===== config.mk =====
export PLATFORM = sky130hd
export DESIGN_NAME = corr_acq_sequencer
export DESIGN_NICKNAME = d
export VERILOG_FILES = /design/src/rtl/corr_acq_sequencer.sv
export SDC_FILE = /design/constraint.sdc
export NUM_CORES = 1
export LEC_CHECK = 0
export BUFFER_PORTS_ARGS = -buffer_cell sky130_fd_sc_hd__buf_2
export CAP_MARGIN = 20
export CELL_PAD_IN_SITES_DETAIL_PLACEMENT = 1
export CELL_PAD_IN_SITES_GLOBAL_PLACEMENT = 2
export CORE_MARGIN = 8
export CORE_UTILIZATION = 35
export CTS_CLUSTER_SIZE = 12
export DETAILED_ROUTE_END_ITERATION = 12
export PLACE_DENSITY_LB_ADDON = 0.1
export SLEW_MARGIN = 30
export SYNTH_ARGS = -nofsm -noshare
export SYNTH_HDL_FRONTEND = slang
export SYNTH_SLANG_ARGS = --single-unit

===== constraint.sdc =====
create_clock -name sys_clk -period 3.2 [get_ports sys_clk]
set_input_delay 0.32 -clock sys_clk [delete_from_list [all_inputs] [get_ports sys_clk]]
set_output_delay 0.32 -clock sys_clk [all_outputs]
set_load 0.05 [all_outputs]

===== src/rtl/corr_acq_sequencer.sv =====
// Correlator acquisition sequencer: resets and configures the correlator,
// waits for completion or timeout, then streams a status frame over UART.
//
// Ports:
//   sys_clk, sys_rst         rising-edge clock, synchronous active-high reset
//   start                    single-cycle acquisition request (IDLE only)
//   cr_value                 control word written to the correlator in CFG
//   sr_in                    correlator status: bit0 done, bit1 failure
//   sum_*                    six 64-bit correlator accumulators
//   tx_ready                 UART accepts the presented byte
//   corr_reset               correlator reset, held RST_CYCLES cycles
//   we, cr                   control-register write strobe and data
//   tx_byte, tx_valid        UART byte stream (A5, status, 48 data bytes)
//   busy                     high whenever the sequencer is not idle
//   timeout_err              sticky RUN-timeout flag, cleared by next start
module corr_acq_sequencer #(
   parameter int unsigned RST_CYCLES = 16,
   parameter logic [31:0] TIMEOUT    = 32'd10000000
) (
   input  logic        sys_clk,
   input  logic        sys_rst,
   input  logic        start,
   input  logic [31:0] cr_value,
   input  logic [31:0] sr_in,
   input  logic [63:0] sum_x_2,
   input  logic [63:0] sum_y_2,
   input  logic [63:0] sum_xy,
   input  logic [63:0] sum_xy90,
   input  logic [63:0] sum_y90_2,
   input  logic [63:0] sum_y_y90,
   input  logic        tx_ready,
   output logic        corr_reset,
   output logic        we,
   output logic [31:0] cr,
   output logic [7:0]  tx_byte,
   output logic        tx_valid,
   output logic        busy,
   output logic        timeout_err
);

   localparam logic [7:0]  RST_LAST = 8'(RST_CYCLES - 1);
   localparam logic [31:0] RUN_LAST = TIMEOUT - 32'd1;
   localparam logic [5:0]  IDX_LAST = 6'd47;

   typedef enum logic [2:0] {
      S_IDLE,
      S_RST,
      S_CFG,
      S_RUN,
      S_HDR,
      S_STAT,
      S_DATA
   } state_e;

   state_e        state_q, state_d;
   logic [7:0]    rcnt_q, rcnt_d;
   logic [31:0]   tcnt_q, tcnt_d;
   logic [5:0]    idx_q, idx_d;
   logic [31:0]   cr_q, cr_d;
   logic [383:0]  snap_q, snap_d;
   logic [2:0]    stat_q, stat_d;
   logic          terr_q, terr_d;

   logic          st_done;
   logic          st_fail;
   logic          st_tmo;
   logic [8:0]    bit_hi;
   logic          unused_sr;

   assign st_done   = sr_in[0];
   assign st_fail   = sr_in[1];
   assign st_tmo    = (tcnt_q == RUN_LAST);
   assign unused_sr = ^sr_in[31:2];

   // Snapshot is packed with sum_x_2 in the top word, so byte index i
   // maps to a descending bit window starting at the MSB.
   assign bit_hi = 9'd383 - {idx_q, 3'b000};

   assign busy        = (state_q != S_IDLE);
   assign timeout_err = terr_q;

   always_ff @(posedge sys_clk) begin
      if (sys_rst) begin
         state_q <= S_IDLE;
         rcnt_q  <= '0;
         tcnt_q  <= '0;
         idx_q   <= '0;
         cr_q    <= '0;
         snap_q  <= '0;
         stat_q  <= '0;
         terr_q  <= 1'b0;
      end else begin
         state_q <= state_d;
         rcnt_q  <= rcnt_d;
         tcnt_q  <= tcnt_d;
         idx_q   <= idx_d;
         cr_q    <= cr_d;
         snap_q  <= snap_d;
         stat_q  <= stat_d;
         terr_q  <= terr_d;
      end
   end

   always_comb begin
      state_d    = state_q;
      rcnt_d     = rcnt_q;
      tcnt_d     = tcnt_q;
      idx_d      = idx_q;
      cr_d       = cr_q;
      snap_d     = snap_q;
      stat_d     = stat_q;
      terr_d     = terr_q;
      corr_reset = 1'b0;
      we         = 1'b0;
      cr         = cr_q;
      tx_valid   = 1'b0;
      tx_byte    = 8'h00;

      unique case (state_q)
         S_IDLE: begin
            if (start) begin
               state_d = S_RST;
               rcnt_d  = '0;
               terr_d  = 1'b0;
            end
         end

         S_RST: begin
            corr_reset = 1'b1;
            if (rcnt_q == RST_LAST) begin
               rcnt_d  = '0;
               state_d = S_CFG;
            end else begin
               rcnt_d = rcnt_q + 8'd1;
            end
         end

         S_CFG: begin
            // cr follows cr_value on the strobe cycle, then holds the latch.
            we      = 1'b1;
            cr      = cr_value;
            cr_d    = cr_value;
            tcnt_d  = '0;
            state_d = S_RUN;
         end

         S_RUN: begin
            tcnt_d = tcnt_q + 32'd1;
            if (st_done || st_fail || st_tmo) begin
               snap_d  = {sum_x_2, sum_y_2, sum_xy,
                          sum_xy90, sum_y90_2, sum_y_y90};
               stat_d  = {st_tmo, st_fail, st_done};
               state_d = S_HDR;
               if (st_tmo) begin
                  terr_d = 1'b1;
               end
            end
         end

         S_HDR: begin
            tx_valid = 1'b1;
            tx_byte  = 8'hA5;
            if (tx_ready) begin
               state_d = S_STAT;
            end
         end

         S_STAT: begin
            tx_valid = 1'b1;
            tx_byte  = {5'b00000, stat_q};
            if (tx_ready) begin
               // Any error bit truncates the frame to header + status.
               if (stat_q[2:1] != 2'b00) begin
                  state_d = S_IDLE;
               end else begin
                  idx_d   = '0;
                  state_d = S_DATA;
               end
            end
         end

         S_DATA: begin
            tx_valid = 1'b1;
            tx_byte  = snap_q[bit_hi -: 8];
            if (tx_ready) begin
               if (idx_q == IDX_LAST) begin
                  idx_d   = '0;
                  state_d = S_IDLE;
               end else begin
                  idx_d = idx_q + 6'd1;
               end
            end
         end

         default: begin
            state_d = S_IDLE;
         end
      endcase
   end

endmodule


=== Yosys cells after proc, flatten, opt, wreduce, memory -nomap -nowiden ===
Index checks and enable logic that the tools add are counted.
W data, S select, Z words.

* $add $sub $neg: 4
* Equality and inequality tests: 18
* Shift operators: 1
* Mux-type cells: 27
* Reductions and logical operators: 15

{| class="wikitable"
|+ Operators by type and width
! kind !! count
|-
| $shiftx A391 B10 Y8 || 1
|-
| $pmux W32 S2 || 1
|-
| $add A32 B1 Y32 const B || 1
|-
| $eq A32 B24 Y1 const B || 1
|-
| $mux W32 || 1
|-
| $mux W3 || 8
|-
| $mux W6 || 4
|-
| $pmux W8 S3 || 1
|-
| $pmux W3 S7 || 1
|-
| $ne A2 B2 Y1 const B || 9
|-
| $mux W8 || 2
|-
| $pmux W8 S2 || 1
|-
| $pmux W6 S2 || 1
|-
| $reduce_bool A2 Y1 || 5
|-
| $eq A3 B3 Y1 const B || 3
|-
| $sub A9 B9 Y9 const A || 1
|-
| $add A8 B1 Y8 const B || 1
|-
| $eq A8 B4 Y1 const B || 1
|-
| $reduce_and A4 Y1 || 2
|-
| $reduce_and A7 Y1 || 1
|-
| $add A6 B1 Y6 const B || 1
|-
| $eq A3 B2 Y1 const B || 2
|-
| $eq A6 B6 Y1 const B || 1
|-
| $mux W1 || 6
|-
| other kinds (7) || 9
|}

* Bits in registers: 469
* Bits of input ports: 452
* Output and inout bits: 45
* Logic and storage cells: 73

=== Depth between registers and ports, before layout ===
Gate-level depths: netlist (run 1).

* Depth after elaboration: 4
* Mapped depth: 10
* Gate-level depth less buffers: 7

=== Worst setup path after synthesis (run 1) ===
OpenSTA, ideal clock, no wires.

* Path type: register to output
* From: reg idx_q[0]
* To: out tx_byte[5]
* Arrival time: 2707 ps
* Required time: 2880 ps
* Path slack: 173 ps
* Cell stages (with the launch flop): 8
* Buffers on the path: 3
* Cell sequence: dfxtp_1 buf_4 buf_4 buf_4 or4_1 a31oi_1 a21oi_1 o21ai_0

* Longest elaborated chain between the ends: 3

{| class="wikitable"
|+ RTL lines
! what !! line !! source
|-
| start, declared || 58 || <nowiki>logic [5:0] idx_q, idx_d;</nowiki>
|-
| start signal, assigned || 96 || <nowiki>idx_q <= idx_d;</nowiki>
|-
| $sub A9 B9 Y9 || 77 || <nowiki>assign bit_hi = 9'd383 - {idx_q, 3'b000};</nowiki>
|-
| $shiftx A391 B10 Y8 || 184 || <nowiki>tx_byte = snap_q[bit_hi -: 8];</nowiki>
|-
| $pmux W8 S3 || 119 || <nowiki>unique case (state_q)</nowiki>
|-
| end, declared || 35 || <nowiki>output logic [7:0] tx_byte,</nowiki>
|}

No other way between the ends.

=== Worst setup path after layout (run 1) ===
* From: reg idx_q[0]
* To: out tx_byte[1]

The elaborated chain is that of the path after synthesis.

==> key figures, run 1 <==
Layout
  • Layout cells sized above 1: a little over a quarter
  • Multi-input logic area: approximately 12000 um^2
  • Cell area after layout: between 30000 and 40000 um^2
  • FF/Latch Area: between 9000 and 10000 um^2
  • Final Net Count: ~3600
  • Area delta synth->final: 36.2%
  • # fillers: 7302

Synth
  • Syn Area/Cell: ~9.0 um^2
  • Post-synthesis sequential area ratio: just over 40%
  • Number of synthesized flops with an enable pin: 0
  • Ys Warns: 0
  • Cell Area, Synth: 22600 um^2
  • FFs w/ async S/R, synth: 0%
  • Post-Synthesis Cells: roughly 2500
  • Register bit count reported by yosys: about 470
  • Post-Syn Nets: 2965
  • Yosys cell types: 60
  • Main flop type after synthesis: dfxtp_1

Power and ir drop
  • Net Sw Frac: 30.1%
  • Psw: 4.87 mW
  • Cell leakage power: around 11 nW
  • Sequential fraction of design power: between 30% and 40%
  • Pint: between 10 and 15 mW
  • Max rail drop VDD: roughly 0.35 mV
  • Clock share of power: 38.9%
  • Power per Cell Area: 527 nW/um^2
  • Combinational power share: ~22%

Floorplan
  • # IOs: 497
  • Die X-Extent: around 270 um
  • Total core area: 64100 um^2
  • # rows: 93
  • Die area: between 70000 and 80000 um^2
  • Die Span Y: around 270 um
  • Initial Util: about a third

Clock network
  • CTS tree: done
  • Deepest clock path buffer count: 3
  • CTS H-tree lvls: 2
  • Clk root buf: clkbuf_16
  • Skew-Pair Late Insertion Delay: roughly 600 ps
  • Number of buffers created by CTS: 54
  • CTS Sinks: roughly 470
  • Clk slew on worst S/H paths: roughly 60 ps

Setup path
  • Crit path DAT: 3050 ps
  • Critical Path RT: around 2900 ps
  • Crit. End Element: primary output
  • Setup crit start: idx_q[0]$_SDFFE_PP0P_
  • Setup crit start kind: register
  • Worst reg2reg startpoint: tcnt_q[23]$_SDFFE_PP0P_
  • Critical path peak fanout: 7
  • Crit Path Category: register to primary output

Global routing
  • Vias in the first global route: 22900
  • Initial antenna violation count: 3
  • Largest net degree at the start of global routing: ~170
  • Overflow after GRT: 0
  • First-pass GRT wire length: 136000 um
  • GRT Total Usage: between 20% and 30%

STA
  • Unrepaired setup endpoints after global routing: true
  • Least-Margin Pin Slew: around 940 ps
  • F_max: 296 MHz
  • Min cycle time layout: 3370 ps
  • Fin Clk Skew: between 20 and 25 ps
  • Final Hold Viols: 0
  • Final worst-path cycle share: 105%
  • Final number of setup-violating endpoints: 5
  • Setup slack after layout: -174 ps
  • Worst slew margin: a little under two fifths
  • Pins Over Slew Limit: 0
  • Setup_tns: -341 ps
  • Worst Hold Slack: 22.8 ps

Drt
  • Via Count: 21800
  • DRC Markers: 0
  • Wire per inst: 22.3 um
  • 1st-iter DRT viols: between 1000 and 1500
  • Pre-antenna DRT Iters: 5
  • Vias per cell: 5.43
  • Antenna-violating nets left: 0
  • Final WL: about 90000 um

Place
  • HPWL Detailed: 61800 um
  • I/O Buffers: about 470
  • Gpl congestion: slightly above 0.8
  • Post-DP Area: 25800 um^2

Worst hold path
  • Hold path start: sum_y90_2[21]
  • Worst hold path class: input pin to register

Flow run
  • MaxCap Viol Count: 0

Run status
  • Status: finished, violations left
  • Failing checks: setup timing
sequential cells by signal (all words and copies together), names as in the netlist:
name	cells
tcnt_q	32
idx_q	6
stat_q	3
snap_q	384
rcnt_q	8
state_q	3
cr_q	32
timeout_err	1
final cells by class:
class,count,area share [%]
clock inverters,13,0.403
diodes,2,0.0163
multi-input cells,1750,39.4
clock buffers,85,5.53
well taps,855,3.48
flip-flops and latches,469,30.6
repair buffers,824,20.4
inverters,15,0.183
worst max-delay path: stages (launching register included):
cell	delay [ps]
dfxtp_4	390
buf_12	140
buf_16	140
mux4_2	570
nand2_1	110
nand2_1	60
o211ai_1	340
nand4_1	390
buf_12	280
cell usage in the layout, fill, tap and decap left out, drive strengths merged, types with 16 or more instances in the layout:
cell type    instances
inv                 16
nand3b             389
mux2i               34
buf                582
nand2               61
clkbuf              86
o21ai              419
a21oi              420
nor3                18
nand3               28
mux2                37
dfxtp              469
xnor2               21
nor2                50
and2                38
mux4                84
dlygate4sd3        239
synth_stat cells (18+ instances only):
master    count  share of area [%]
o21ai_0     417                9.2
nand3b_1    389                 13
nand3_1      27               0.60
mux2i_1      34                1.5
and2_1       38                1.1
mux2_2       37                1.8
nor3_1       18               0.40
buf_2        24               0.53
xnor2_1      21               0.81
a21oi_1     420                9.3
dfxtp_1     469                 42
clkbuf_1    227                3.8
nand2_1      61                1.0
mux4_2       84                8.4
nor2_1       50               0.83
power groups by stage:
stage | sequential, mW | clock [mW] | combinational (mW)
after global routing | 6.47 | 6.71 | 3.74
after detailed placement | 6.55 | 0 | 3.20
after global placement | 6.53 | 0 | 3.13
final | 6.43 | 6.30 | 3.48
after CTS | 6.42 | 6.46 | 3.47
after floorplan | 6.46 | 0 | 2.15
repair_timing:
action,4_1_cts,5_1_grt
gates cloned,3,1
endpoints found under the setup margin,8,8
gates resized for setup,29,17
pin swaps,8,2
buffers inserted,27,9
hold buffers,239,0
hold endpoints to repair,239,0
routing by layer:
layer	share of wire (%)	track usage, %	up-vias
met3	4.0	3.99	126
li1	-	-	10400
met4	2.9	7.46	2
met1	44	29.3	10800
met5	0.013	0	-
met2	50	40.2	440
final timing paths:
path         cells after the start                        to  slack [ps]
max                              8                tx_byte[1]        -170
min reg2reg                      2  snap_q[168]$_SDFFE_PP0P_         470
max reg2reg                      7  snap_q[220]$_SDFFE_PP0P_         620
min                              3   snap_q[85]$_SDFFE_PP0P_          20
per-stage QoR:
step	std cells	setup WS (ps)	power [mW]	utilization [%]
finish	4013	-174	16.2	48.0
global route	4012	-174	16.9	48.0
CTS	4001	-140	16.4	47.7
detailed placement	3634	277	9.74	40.3
global placement	3634	265	9.65	40.3
floorplan	2509	173	8.61	-
cells by family after synthesis:
group | after synthesis | share of synthesized area (%)
AOI/OAI and AO/OA | 897 | 20.6
and+or+nand+nor | 671 | 19.6
DFF | 469 | 41.6
buffers and inverters | 290 | 5.40
muxes | 155 | 11.7
xor gates and xnor gates | 23 | 0.892
adders and majority gates | 4 | 0.222
(Power assumes the default switching activity.)
==> run 2: changes to the inputs <==
--- a/config.mk
+++ b/config.mk
@@ -10,7 +10,7 @@
 export CELL_PAD_IN_SITES_DETAIL_PLACEMENT = 1
 export CELL_PAD_IN_SITES_GLOBAL_PLACEMENT = 2
 export CORE_MARGIN = 8
-export CORE_UTILIZATION = 35
+export CORE_UTILIZATION = 33
 export CTS_CLUSTER_SIZE = 12
 export DETAILED_ROUTE_END_ITERATION = 12
 export PLACE_DENSITY_LB_ADDON = 0.1
@@ -18,3 +18,4 @@
 export SYNTH_ARGS = -nofsm -noshare
 export SYNTH_HDL_FRONTEND = slang
 export SYNTH_SLANG_ARGS = --single-unit
+export TNS_END_PERCENT = 5
==> constraint.sdc (replaced) <==
create_clock -name sys_clk -period 3.5 [get_ports sys_clk]
set_input_delay 0.35 -clock sys_clk [delete_from_list [all_inputs] [get_ports sys_clk]]
set_output_delay 0.35 -clock sys_clk [all_outputs]
set_load 0.05 [all_outputs]
==> run 2 against run 1 <==
The flow still finishes with violations (setup timing). Global-route usage down 1.1 points. Combinational power down 14%. Sequential power down 8.6%. Largest power group unchanged. Critical endpoint unchanged. First-iteration DRC count down 3.9%. Clock skew down 3.0 ps. Wire length up 0.59%. Sequential share of layout area up 2.3 points. Clock power down 8.9%.
==> key figures, run 2 (synthesis gave the netlist of run 1 again) <==
Clock network
  • Clk root buf: clkbuf_16
  • Number of buffers created by CTS: 54 (unchanged)
  • CTS tree: done
  • Deepest clock path buffer count: 3 (unchanged)
  • CTS Sinks: 469 (unchanged)
  • Clk slew on worst S/H paths: 60 ps (about the same)
  • CTS H-tree lvls: 2 (unchanged)
  • Skew-Pair Late Insertion Delay: 610 ps (about the same)

Run status
  • Status: finished, violations left
  • Failing checks: setup timing

Floorplan
  • Initial Util: 33.1% (-2.1 points)
  • # rows: 96 (+3.2%)
  • Die area: 77100 um^2 (+5.7%)
  • # IOs: 497 (unchanged)
  • Die X-Extent: 278 um (+2.8%)
  • Die Span Y: 278 um (+2.8%)
  • Total core area: 68200 um^2 (+6.4%)

STA
  • Final number of setup-violating endpoints: 1 (-4)
  • Fin Clk Skew: 20.0 ps (-3.05 ps)
  • Final worst-path cycle share: 101%
  • Pins Over Slew Limit: 0 (unchanged)
  • Min cycle time layout: 3520 ps
  • Least-Margin Pin Slew: 876 ps (-62.7 ps)
  • Setup slack after layout: -18.2 ps (+156 ps)
  • Unrepaired setup endpoints after global routing: true
  • Final Hold Viols: 0 (unchanged)
  • Worst slew margin: 41.3% (+4.2 points)
  • F_max: 284 MHz

Setup path
  • CP Cell Sequence: buf_4, buf_16, mux4_2, nand2_1, nand2_1, o211ai_1, nand4_1, buf_6
  • Worst reg2reg startpoint: state_q[1]$_SDFFE_PP0P_
  • Crit Path Category: register to primary output
  • Crit path DAT: 3170 ps (+120 ps)
  • Critical path peak fanout: 8 (+1)
  • Top delay family on crit path: buffers and inverters
  • Most used cell, CP: nand2_1
  • Setup crit start: idx_q[0]$_SDFFE_PP0P_
  • Worst path max stage delay: 540 ps (-30 ps)
  • Setup crit start kind: register
  • Critical path's slowest cell: mux4_2
  • Crit. End Element: primary output
  • CP bufs+invs: 3 (unchanged)
  • Critical Path RT: 3150 ps (+270 ps)

Layout
  • Final Net Count: 3375 (-5.5%)
  • Most frequent cells in the layout: dfxtp_1, buf_2, a21oi_1
  • Commonest non-fill, non-tap cell in the layout: dfxtp_1
  • Largest regs: snap_q x384, cr_q x32, tcnt_q x32
  • Layout cells sized above 1: 26.0% (-0.36 points)
  • Reg with most FFs: snap_q
  • Area delta synth->final: 26.8%
  • # fillers: 7841 (+7.4%)
  • Max FFs per register: 384 (unchanged)

Place
  • DP Worst Slack: 293 ps (+15.7 ps)
  • Gpl congestion: 0.812 (+0.45%)
  • HPWL Detailed: 62900 um (+1.9%)
  • I/O Buffers: 466 (unchanged)

Drt
  • Final WL: 90200 um (+0.59%)
  • Vias per cell: 5.51 (+1.4%)
  • DRC Markers: 0 (unchanged)
  • 1st-iter DRT viols: 1396 (-3.9%)
  • Via Count: 21200 (-2.9%)
  • Pre-antenna DRT Iters: 5 (unchanged)
  • Antenna-violating nets left: 0 (unchanged)
  • Wire per inst: 23.5 um (+5.0%)

Power and ir drop
  • Power per Cell Area: 510 nW/um^2 (-3.2%)
  • Psw: 4.47 mW (-8.3%)
  • Pint: 10.1 mW (-11%)
  • Cell leakage power: 9.90 nW (-8.6%)
  • Total power: 14.6 mW (-9.9%)
  • Sequential fraction of design power: 40.3% (+0.6 points)
  • Clock share of power: 39.3% (+0.4 points)
  • Combinational power share: 20.5% (-1.0 points)
  • Max rail drop VDD: 0.398 mV (+13%)
  • Net Sw Frac: 30.6% (+0.52 points)

Worst hold path
  • Hold path start: sum_y_y90[57]
  • Worst hold path class: input pin to register

Global routing
  • Initial antenna violation count: 3 (unchanged)
  • First-pass GRT wire length: 135000 um (-0.72%)
  • Vias in the first global route: 21900 (-4.3%)
  • Largest net degree at the start of global routing: 200 (+15%)
  • Overflow after GRT: 0 (unchanged)
  • GRT Total Usage: 22.1% (-1.1 points)

Flow run
  • MaxCap Viol Count: 0 (unchanged)
==> run 2: path summary, 6_finish.rpt <==
| path | slack [ps] | depth (start not counted) | to |
|---|---|---|---|
| worst min register to register | 470 | 2 | snap_q[48]$_SDFFE_PP0P_ |
| worst max register to register | 570 | 5 | snap_q[158]$_SDFFE_PP0P_ |
| worst max-delay path | -20 | 8 | tx_byte[1] |
| worst min-delay path | 30 | 3 | snap_q[57]$_SDFFE_PP0P_ |
==> run 2: through the flow <==
step / cells / area (um^2) / hold WS, ps / setup TNS [ps] / utilization (%)
final: 3844 / 28700 / 27.0 / -18.2 / 42.0
after global routing: 3843 / 28700 / 10.3 / -70.6 / 42.0
after CTS: 3834 / 28400 / 0.127 / -32.0 / 41.7
after detailed placement: 3635 / 25500 / 467 / 0 / 37.4
after global placement: 3635 / 25500 / 458 / 0 / 37.4
after floorplan: 2509 / 22600 / 445 / 0 / -
==> run 2: timing repair <==
| action | in CTS | in global routing |
|---|---|---|
| gates cloned | 0 | 3 |
| buffers inserted | 7 | 5 |
| endpoints found under the setup margin | 8 | 8 |
| gates resized for setup | 11 | 24 |
| pin swaps | 0 | 2 |
| hold buffers | 94 | 0 |
| hold endpoints to repair | 94 | 0 |
==> run 2: cell type report <==
class | instances | area (um^2) | share of cell area [%]
Multi-Input combinational cell | 1750 | 12100 | 42.2
Sequential cell | 469 | 9400 | 32.8
Timing Repair Buffer | 629 | 4230 | 14.7
Clock buffer | 81 | 1620 | 5.64
Tap cell | 882 | 1100 | 3.85
Clock inverter | 17 | 168 | 0.585
Inverter | 15 | 56.3 | 0.196
Antenna cell | 1 | 2.50 | 0.00873
==> run 2: power groups by stage <==
| stage | Sequential, mW | Combinational [mW] | Clock, mW |
|---|---|---|---|
| floorplan | 5.91 | 1.97 | 0 |
| global placement | 5.98 | 2.85 | 0 |
| finish | 5.88 | 2.99 | 5.74 |
| detailed placement | 6.00 | 2.90 | 0 |
| global route | 5.92 | 3.25 | 6.12 |
| CTS | 5.88 | 3.01 | 5.91 |
==> run 2: worst min-delay path, delay by kind of cell <==
| kind | cells | cell delay, ps |
|---|---|---|
| compound gates | 1 | 60 |
| buf+inv | 1 | 90 |
| simple gates | 1 | 70 |
==> run 2: layer usage <==
| layer | GRT usage (%) | routed length (um) |
|---|---|---|
| met5 | 0 | 0 |
| met4 | 6.84 | 2660 |
| met3 | 4.27 | 4320 |
| met2 | 36.6 | 42700 |
| met1 | 29.1 | 40500 |
==> run 3: changes to the inputs <==
--- a/config.mk
+++ b/config.mk
@@ -10,7 +10,7 @@
 export CELL_PAD_IN_SITES_DETAIL_PLACEMENT = 1
 export CELL_PAD_IN_SITES_GLOBAL_PLACEMENT = 2
 export CORE_MARGIN = 8
-export CORE_UTILIZATION = 33
+export CORE_UTILIZATION = 35
 export CTS_CLUSTER_SIZE = 12
 export DETAILED_ROUTE_END_ITERATION = 12
 export PLACE_DENSITY_LB_ADDON = 0.1
==> constraint.sdc (replaced) <==
create_clock -name sys_clk -period 4.21 [get_ports sys_clk]
set_input_delay 0.421 -clock sys_clk [delete_from_list [all_inputs] [get_ports sys_clk]]
set_output_delay 0.421 -clock sys_clk [all_outputs]
set_load 0.05 [all_outputs]
==> run 3 against run 2 <==
The flow now finishes without violations. Hold slack better by 65 ps. Total power is 19% lower. Die area is 5.4% lower. Critical path depth is 1 lower. Combinational power is 20% lower. Sequential power is 17% lower. Clock-buffer cell count is 8 higher. Global-route usage is 0.14 points higher.
==> key figures, run 3 (synthesis gave the netlist of run 1 again) <==
Global routing
  • First-pass GRT wire length: 130000 um (-3.7%)
  • GRT Total Usage: 22.3% (+0.14 points)
  • Vias in the first global route: 21500 (-2.0%)
  • Largest net degree at the start of global routing: 329 (+65%)
  • Overflow after GRT: 0 (unchanged)
  • Initial antenna violation count: 5 (+2)

Worst hold path
  • Hold endpoint: snap_q[206]$_SDFFE_PP0P_
  • Worst hold path class: input pin to register
  • Hold path start: sum_xy[14]
  • Hold Path Stages: 3 (unchanged)

STA
  • Worst slew margin: 34.5% (-6.7 points)
  • Min cycle time layout: slightly below 4000 ps
  • F_max: about 250 MHz
  • Setup_tns: 0 ps (+18.2 ps)
  • Pins Over Slew Limit: 0 (unchanged)
  • Final worst-path cycle share: around 93%
  • Fin Clk Skew: 8.98 ps (-11.0 ps)
  • Unrepaired setup endpoints after global routing: false
  • Final Hold Viols: 0 (unchanged)
  • Least-Margin Pin Slew: 972 ps (+96.2 ps)
  • Setup slack after layout: 275 ps (+293 ps)
  • Worst Hold Slack: 92.4 ps (+65.4 ps)
  • Final number of setup-violating endpoints: 0 (-1)

Drt
  • 1st-iter DRT viols: 1277 (-8.5%)
  • Met2 Routed Length: 42200 um (-1.3%)
  • Via Count: 20600 (-2.8%)
  • DR WL met3: 3680 um (-15%)
  • Wl on met1: 37700 um (-6.8%)
  • Top sig layer: met4
  • DRC Markers: 0 (unchanged)
  • Final WL: 85600 um (-5.1%)
  • Vias per cell: 5.56 (+0.95%)
  • Pre-antenna DRT Iters: 5 (unchanged)
  • Wire per inst: 23.1 um (-1.4%)
  • Antenna-violating nets left: 0 (unchanged)

Floorplan
  • Die X-Extent: 270 um (-2.7%)
  • Total core area: 64100 um^2 (-6.0%)
  • Initial Util: 35.2% (+2.1 points)
  • # rows: 93 (-3.1%)
  • Die area: 72900 um^2 (-5.4%)
  • # IOs: 497 (unchanged)
  • Die Span Y: 270 um (-2.7%)

Layout
  • Layout cells sized above 1: 25.6% (-0.40 points)
  • Area delta synth->final: 20.5%
  • Commonest non-fill, non-tap cell in the layout: dfxtp_1
  • Max FFs per register: 384 (unchanged)
  • Final Instance Count excl. Fillers: 3701 (-3.7%)
  • Final Net Count: 3260 (-3.4%)
  • Most frequent cells in the layout: dfxtp_1, buf_2, a21oi_1
  • Largest regs: snap_q x384, cr_q x32, tcnt_q x32
  • Reg with most FFs: snap_q

Setup path
  • R2R Setup Slk: 1150 ps (+580 ps)
  • Crit Path Category: register to primary output
  • Critical path peak fanout: 45 (+37)
  • Worst reg2reg startpoint: state_q[1]$_SDFFE_PP0P_
  • Cell count of the worst reg-to-reg path: 6 (+1)
  • Crit path DAT: 3510 ps (+340 ps)
  • Setup crit start kind: register
  • Critical Path RT: 3790 ps (+640 ps)
  • Crit. End Element: primary output
  • Reg2reg end: snap_q[341]$_SDFFE_PP0P_

Power and ir drop
  • Cell leakage power: 9.32 nW (-5.9%)
  • Power per Cell Area: 437 nW/um^2 (-14%)
  • Max rail drop VDD: 0.347 mV (-13%)

Clock network
  • Clk root buf: clkbuf_16
  • Clk slew on worst S/H paths: 60 ps (about the same)
  • Number of buffers created by CTS: 54 (unchanged)
  • CTS tree: done
  • CTS Sinks: 469 (unchanged)
  • Hold-fix buffers, CTS: 0 (-100%)
  • Deepest clock path buffer count: 3 (unchanged)
  • Post_cts resized: 0 (-11)
  • CTS H-tree lvls: 2 (unchanged)
  • Skew-Pair Late Insertion Delay: 600 ps (about the same)

Place
  • Gpl congestion: 0.847 (+4.3%)
  • HPWL Detailed: 60200 um (-4.3%)
  • DP Worst Slack: 728 ps (+435 ps)
  • I/O Buffers: 466 (unchanged)
  • Placed Cells: 3600 (-0.96%)

Run status
  • Status: finished clean

Flow run
  • MaxCap Viol Count: 0 (unchanged)
-- run 3: stage by stage --
step | utilization, % | power [mW] | cell area [um^2]
final | 42.5 | 11.9 | 27200
after global routing | 42.5 | 12.4 | 27200
after CTS | 42.3 | 12.0 | 27100
after global placement | 39.6 | 7.27 | 25400
after floorplan | - | 6.55 | 22600
after detailed placement | 39.6 | 7.35 | 25400
-- run 3: layout make-up --
type                            count  area [um^2]
Antenna cell                        3         7.51
Clock buffer                       89         1720
Clock inverter                      6         32.5
Fill cell                        7452        36900
Inverter                           15         56.3
Multi-Input combinational cell   1750        12000
Sequential cell                   469         9400
Tap cell                          855         1070
Timing Repair Buffer              514         2930
-- run 3: critical path, cell delays in order, from the launching register on --
cell,delay [ps]
dfxtp_4,900
buf_4,340
mux4_2,280
o21ai_0,110
o31ai_1,80
a21oi_1,120
o21ai_0,670
buf_2,400
-- run 3: worst max-delay path by stage --
stage | from | to | slack (ps) | cells past startpoint
6_report | idx_q[1]$_SDFFE_PP0P_ | tx_byte[5] | 270 | 7
5_1_grt | idx_q[4]$_SDFFE_PP0P_ | tx_byte[3] | 160 | 8
4_1_cts | idx_q[0]$_SDFFE_PP0P_ | tx_byte[4] | 40 | 7
3_5_place_dp | idx_q[0]$_SDFFE_PP0P_ | tx_byte[4] | 730 | 7
3_3_place_gp | idx_q[0]$_SDFFE_PP0P_ | tx_byte[2] | 740 | 7
2_1_floorplan | idx_q[0]$_SDFFE_PP0P_ | tx_byte[5] | 1080 | 7
-- run 3: report_power, final --
group	switching (mW)	internal, mW
registers	0.160	4.73
logic	1.57	0.804
clock network	1.88	2.76
total	3.61	8.29
-- run 3: routing by layer --
| layer | up-vias | track usage (%) |
|---|---|---|
| met5 | - | 0 |
| met4 | 0 | 5.58 |
| li1 | 9784 | - |
| met3 | 104 | 3.60 |
| met2 | 431 | 38.2 |
| met1 | 10300 | 29.0 |
-- run 3: repair_timing --
| action | 4_1_cts | 5_1_grt |
|---|---|---|
| setup endpoints to repair | 0 | 1 |
| hold endpoints to repair | 0 | 0 |
| setup buffers | 0 | 1 |
